===== config.mk =====
export PLATFORM = sky130hd
export DESIGN_NAME = issue_ctrl
export DESIGN_NICKNAME = d
export VERILOG_FILES = /design/src/rtl/issue_ctrl.sv
export SDC_FILE = /design/constraint.sdc
export NUM_CORES = 1
export LEC_CHECK = 0
export ABC_CLOCK_PERIOD_IN_PS = 5900
export BUFFER_PORTS_ARGS = -buffer_cell sky130_fd_sc_hd__buf_2
export CORE_ASPECT_RATIO = 0.7
export CORE_MARGIN = 4
export CORE_UTILIZATION = 55
export DETAILED_ROUTE_END_ITERATION = 7
export GPL_TIMING_DRIVEN = 0
export PLACE_DENSITY = 0.85
export SYNTH_ARGS = -nofsm -noshare
export SYNTH_HDL_FRONTEND = slang
export SYNTH_SLANG_ARGS = --single-unit
export TNS_END_PERCENT = 1

===== constraint.sdc =====
create_clock -name clk_i -period 5.9 [get_ports clk_i]
set_input_delay 1.77 -clock clk_i [delete_from_list [all_inputs] [get_ports clk_i]]
set_output_delay 1.77 -clock clk_i [all_outputs]
set_load 0.02 [all_outputs]

===== src/rtl/issue_ctrl.sv =====
// Decode-to-execute issue controller: single-entry holding stage with a
// register scoreboard for long-latency results, FENCE drain and flush.
module issue_ctrl #(
    parameter int unsigned MAX_PEND    = 4,
    parameter int unsigned STALL_CNT_W = 16
) (
    input  logic                   clk_i,
    input  logic                   rst_i,
    input  logic                   dec_valid_i,
    output logic                   dec_ready_o,
    input  logic [4:0]             rs1_addr_i,
    input  logic [4:0]             rs2_addr_i,
    input  logic [4:0]             rd_addr_i,
    input  logic                   uses_rs1_i,
    input  logic                   uses_rs2_i,
    input  logic                   reg_write_i,
    input  logic                   long_op_i,
    input  logic                   fence_i,
    output logic                   iss_valid_o,
    input  logic                   iss_ready_i,
    output logic [4:0]             iss_rs1_o,
    output logic [4:0]             iss_rs2_o,
    output logic [4:0]             iss_rd_o,
    output logic                   iss_reg_write_o,
    output logic                   iss_long_op_o,
    input  logic                   wb_valid_i,
    input  logic [4:0]             wb_rd_i,
    input  logic                   flush_i,
    output logic [31:0]            busy_o,
    output logic [3:0]             pend_cnt_o,
    output logic [STALL_CNT_W-1:0] stall_cnt_o,
    output logic                   sb_err_o
);

    localparam int unsigned PEND_W = 4;
    localparam int unsigned REG_N  = 32;

    typedef enum logic {
        EMPTY = 1'b0,
        HELD  = 1'b1
    } state_t;

    state_t                 state_q;
    state_t                 state_d;

    logic [4:0]             h_rs1;
    logic [4:0]             h_rs2;
    logic [4:0]             h_rd;
    logic                   h_uses_rs1;
    logic                   h_uses_rs2;
    logic                   h_reg_write;
    logic                   h_long_op;
    logic                   h_fence;

    logic [REG_N-1:0]       busy_q;
    logic [REG_N-1:0]       busy_d;
    logic [PEND_W-1:0]      pend_q;
    logic [PEND_W-1:0]      pend_d;
    logic [STALL_CNT_W-1:0] stall_q;
    logic                   err_q;

    logic                   hazard;
    logic                   fire;
    logic                   accept;
    logic                   issue_set;
    logic                   wb_hit;
    logic                   wb_bad;
    logic                   stall_inc;

    // Hazard check against registered scoreboard state; busy_q[0] is never set.
    always_comb begin
        hazard = 1'b0;
        if (h_uses_rs1 && busy_q[h_rs1]) hazard = 1'b1;
        if (h_uses_rs2 && busy_q[h_rs2]) hazard = 1'b1;
        if (h_reg_write && busy_q[h_rd]) hazard = 1'b1;
        if (h_long_op && h_reg_write && (h_rd != 5'd0) && (pend_q == PEND_W'(MAX_PEND)))
            hazard = 1'b1;
        if (h_fence && (pend_q != '0)) hazard = 1'b1;
    end

    // Next-state and handshake outputs.
    always_comb begin
        state_d     = state_q;
        iss_valid_o = 1'b0;
        dec_ready_o = 1'b0;
        fire        = 1'b0;
        accept      = 1'b0;

        iss_valid_o = !rst_i && (state_q == HELD) && !hazard && !flush_i;
        fire        = iss_valid_o && iss_ready_i;
        dec_ready_o = !rst_i && !flush_i && ((state_q == EMPTY) || fire);
        accept      = dec_valid_i && dec_ready_o;

        case (state_q)
            EMPTY: if (accept) state_d = HELD;
            HELD:  if (fire && !accept) state_d = EMPTY;
            default: state_d = EMPTY;
        endcase
        if (flush_i) state_d = EMPTY;
    end

    // Scoreboard update: issue sets, writeback clears, both may land together.
    always_comb begin
        issue_set = fire && h_long_op && h_reg_write && (h_rd != 5'd0);
        wb_hit    = wb_valid_i && busy_q[wb_rd_i];
        wb_bad    = wb_valid_i && !busy_q[wb_rd_i];
        stall_inc = (state_q == HELD) && hazard && !flush_i;

        busy_d = busy_q;
        if (issue_set) busy_d = busy_d | (REG_N'(1) << h_rd);
        if (wb_hit)    busy_d = busy_d & ~(REG_N'(1) << wb_rd_i);
        busy_d[0] = 1'b0;

        pend_d = pend_q;
        case ({issue_set, wb_hit})
            2'b10:   pend_d = pend_q + PEND_W'(1);
            2'b01:   pend_d = pend_q - PEND_W'(1);
            default: pend_d = pend_q;
        endcase
    end

    always_ff @(posedge clk_i) begin
        if (rst_i) begin
            state_q <= EMPTY;
        end else begin
            state_q <= state_d;
        end
    end

    always_ff @(posedge clk_i) begin
        if (rst_i) begin
            h_rs1       <= '0;
            h_rs2       <= '0;
            h_rd        <= '0;
            h_uses_rs1  <= 1'b0;
            h_uses_rs2  <= 1'b0;
            h_reg_write <= 1'b0;
            h_long_op   <= 1'b0;
            h_fence     <= 1'b0;
        end else if (accept) begin
            h_rs1       <= rs1_addr_i;
            h_rs2       <= rs2_addr_i;
            h_rd        <= rd_addr_i;
            h_uses_rs1  <= uses_rs1_i;
            h_uses_rs2  <= uses_rs2_i;
            h_reg_write <= reg_write_i;
            h_long_op   <= long_op_i;
            h_fence     <= fence_i;
        end
    end

    // Flush leaves the scoreboard alone: outstanding ops still write back.
    always_ff @(posedge clk_i) begin
        if (rst_i) begin
            busy_q  <= '0;
            pend_q  <= '0;
            stall_q <= '0;
            err_q   <= 1'b0;
        end else begin
            busy_q <= busy_d;
            pend_q <= pend_d;
            if (stall_inc && (stall_q != '1)) stall_q <= stall_q + STALL_CNT_W'(1);
            if (wb_bad) err_q <= 1'b1;
        end
    end

    assign iss_rs1_o       = h_rs1;
    assign iss_rs2_o       = h_rs2;
    assign iss_rd_o        = h_rd;
    assign iss_reg_write_o = h_reg_write;
    assign iss_long_op_o   = h_long_op;
    assign busy_o          = busy_q;
    assign pend_cnt_o      = pend_q;
    assign stall_cnt_o     = stall_q;
    assign sb_err_o        = err_q;

endmodule


==> results.sh <==
export IMPL_synth_area_um2=4450
export IMPL_path_buf_inv=3
export IMPL_worst_slew_pin_transition_ns=0.673
export IMPL_cp_num_cells=10
export IMPL_setup_worst_path_class="reg2out"
export IMPL_die_x_um=116
export IMPL_p_per_area_nw_per_um2=216
export IMPL_worst_clock_skew_ns=0.00773
export IMPL_cts_tree="yes"
export IMPL_grt_first_pass_wirelength_um=23500
export IMPL_place_hpwl_um=10900
export IMPL_floorplan_initialDensity_pct=56.6
export IMPL_crit_chain="clkbuf_1 > mux4_2 > o22ai_1 > nor4_1 > or4_4 > nor4_4 > buf_2 > a21boi_0 > nor3_1 > buf_2"
export IMPL_die_area_um2=9620
export IMPL_fmaxAchievable_mhz=196
export IMPL_syn_mean_instance_area_um2=9.05
export IMPL_cell_accounting_for_the_most_synthesized_area="dfxtp_1"
export IMPL_cts_sinks=73
export IMPL_total_power_uw=1160
export IMPL_drt_first_pass_iters=5
export IMPL_cts_buffer_depth=2
export IMPL_synth_nets=527
export IMPL_min_path_type="reg2reg"
export IMPL_cts_hold_buffers=0
export IMPL_synth_async_reset_ratio_pct=0
export IMPL_path_clk_slew_ns=0.06
export IMPL_detailroute_via_count=4585
export IMPL_utilization_pct=68.1
export IMPL_count_of_final_max_slew_check_failures=0
export IMPL_port_buffers=98
export IMPL_synth_sequential_area_ratio_pct=32.8
export IMPL_worstPathRequired_ns=4.13
export IMPL_final_critical_path_time_including_i_o_delays_and_setup_ns=5.11
export IMPL_drt_iter0_markers=554
export IMPL_final_hold_viol_count=0
export IMPL_worstRegToRegCells=17
export IMPL_power_leakage_uw=0.00211
export IMPL_drive_gt1_share_pct=28.5
export IMPL_post_cts_setup_buffers=0
export IMPL_irDropWorstVdd_mv=0.144
export IMPL_avgViaCountPerCell=6.49
export IMPL_design_final_nets=636
export IMPL_pin_count_of_the_biggest_net_entering_global_routing=15
export IMPL_numCtsBuffers=9
export IMPL_vias_in_the_first_global_route=4353
export IMPL_synth_area_leaders="dfxtp_1 (33%), mux4_2 (11%), mux2i_1 (7.0%)"
export IMPL_cts_root_buf="clkbuf_16"
export IMPL_worstPathArrival_ns=3.34
export IMPL_synth_cell_types=53
export IMPL_finalSetupViolations=0
export IMPL_io_pins=103
export IMPL_ys_warnings_count=0
export IMPL_worstSetupStartpointType="register"
export IMPL_number_of_storage_elements_in_the_synthesis_netlist=73
export IMPL_antenna_found_initial=0
export IMPL_area_fraction_of_the_dominant_cell_type_after_synthesis_pct=32.8
export IMPL_post_place_ws_ns=0.530
export IMPL_h_tree_depth=3
export IMPL_gpl_final_weighted_congestion=1.01
export IMPL_finalWorstSetupSlack_ns=0.786
export IMPL_yosys_most_used_dff="dfxtp_1"
export IMPL_drc=0
export IMPL_timing_max_cap_violations=0
export IMPL_timing_slew_headroom_pct=54.9
export IMPL_finalSetupTns_ns=0
export IMPL_clk_latency_ns=0.33
export IMPL_design_core_area_um2=7870
export IMPL_cp_end_kind="output port"
export IMPL_slowest_delay_ns=0.56
export IMPL_critical_path_top_delay_family="simple AND/OR/NAND/NOR gates"
export IMPL_grtUsageTotal_pct=31.2
export IMPL_critPathSlowestCell="or4_4"
export IMPL_finalHoldWorstSlack_ns=0.482
export IMPL_detail_route_antenna_nets=0
export IMPL_grt_overflow_total=0
export IMPL_cts_repair_resize_count=0
export IMPL_cp_max_fo=10
export IMPL_synth_enable_flop_cells=0
export IMPL_rows=27
export IMPL_drt_wirelength_per_cell_um=21.1
export IMPL_antenna_cells_inserted=0
export IMPL_routed_wl_um=14900
export IMPL_critPathMostFrequentCell="buf_2"
export IMPL_worst_hold_path_num_cells=2
export IMPL_unrepaired_setup_endpoints_after_global_routing="false"
export IMPL_layout_area_overhead_vs_synth_pct=20.4
export IMPL_run_status="complete, no violations"
export IMPL_dieHeight_um=83.3
export IMPL_period_share_pct=86.7
export IMPL_synthCells=492
==> synth_stat cells (all sizes together), types with 4 or more instances <==
cell and count:
o21ai 4, nor2b 18, or3 4, and2 4, xnor2 7, a31oi 16
inv 5, mux4 22, nand2 17, mux2i 31, mux2 16, and3 10
nand3 13, nor2 65, dfxtp 73, xor2 4, ha 4, nand2b 9
buf 25, a211oi 33, a21oi 25, clkbuf 18, nor4 6, o22ai 5
nor3 24
==> cell usage in the layout, fill, tap and decap left out, types with 3 or more instances in the layout <==
cell       instances
clkinv_4           4
nand2b_1           9
a31oi_1           16
nand2_1           17
clkbuf_16          9
buf_4              5
xor2_1             4
xnor2_1            7
ha_1               4
nor3b_1            3
nor4_1             5
nor3_1            24
mux4_2            22
inv_1              5
o21ai_0            4
buf_6              3
a211oi_1          33
and3_1            10
mux2_2            16
a21oi_1           25
buf_1              9
or3_1              4
dfxtp_1           73
and2_1             4
o22ai_1            5
nor2b_1           18
nand3_1           13
buf_2            106
nor2_1            65
mux2i_1           31
clkbuf_1          18
==> area by class of cell <==
cell class | instances | area, um2
tap | 101 | 126
clock inverter | 6 | 51.3
buffer | 43 | 213
multi-input combinational | 371 | 2760
sequential | 73 | 1460
fill | 639 | 2510
inverter | 5 | 18.8
clock buffer | 10 | 239
timing repair buffer | 98 | 490
==> logic make-up (layout without fill, tap and decap cells) <==
family | Yosys count | count (layout) | synth area share, %
compound gates | 100 | 100 | 15.0
xor+xnor | 11 | 11 | 2.16
fa+ha+maj | 4 | 4 | 1.12
buf+inv | 48 | 162 | 5.20
flops | 73 | 73 | 32.8
mux | 69 | 69 | 22.1
other cells | 1 | 1 | 0.0842
simple gates | 186 | 186 | 21.4
==> flip-flops by register name, indices dropped and copies added (netlist names), 4 cells and up <==
name,cells
pend_cnt_o,4
iss_rd_o,5
stall_cnt_o,16
busy_o,31
iss_rs1_o,5
iss_rs2_o,5
==> metrics by stage <==
stage,cells,cell area [um2]
floorplan,492,4450
global placement,691,5070
detailed placement,691,5070
CTS,707,5360
global route,707,5360
finish,707,5360
==> tightest hold or removal path: cells and delay by family, from the launching register on <==
| kind | cells | cell delay, ns |
|---|---|---|
| compound gates | 1 | 0.04 |
| simple gates | 1 | 0.07 |
| flops | 1 | 0.33 |
==> layer usage <==
metal	wire [um]	vias up	GRT usage, %
met5	0	-	0
met4	277	0	8.74
met3	2020	37	10.3
met2	6370	345	42.6
met1	6260	2148	46.6
li1	-	2055	-
==> worst paths after layout <==
check / from / endpoint / slack, ns
min reg2reg: sb_err_o / sb_err_o / 0.48
max reg2reg: iss_rs2_o[1] / pend_cnt_o[2] / 1.66
max: iss_rs2_o[1] / dec_ready_o / 0.79
min: sb_err_o / sb_err_o / 0.48
==> power by group <==
part | switching (uW) | total (uW) | internal (uW)
Sequential | 8.23 | 509 | 500
Combinational | 78.1 | 121 | 43.1
Clock | 230 | 530 | 301
Total | 316 | 1160 | 844
Power figures use the tool's default switching activity.
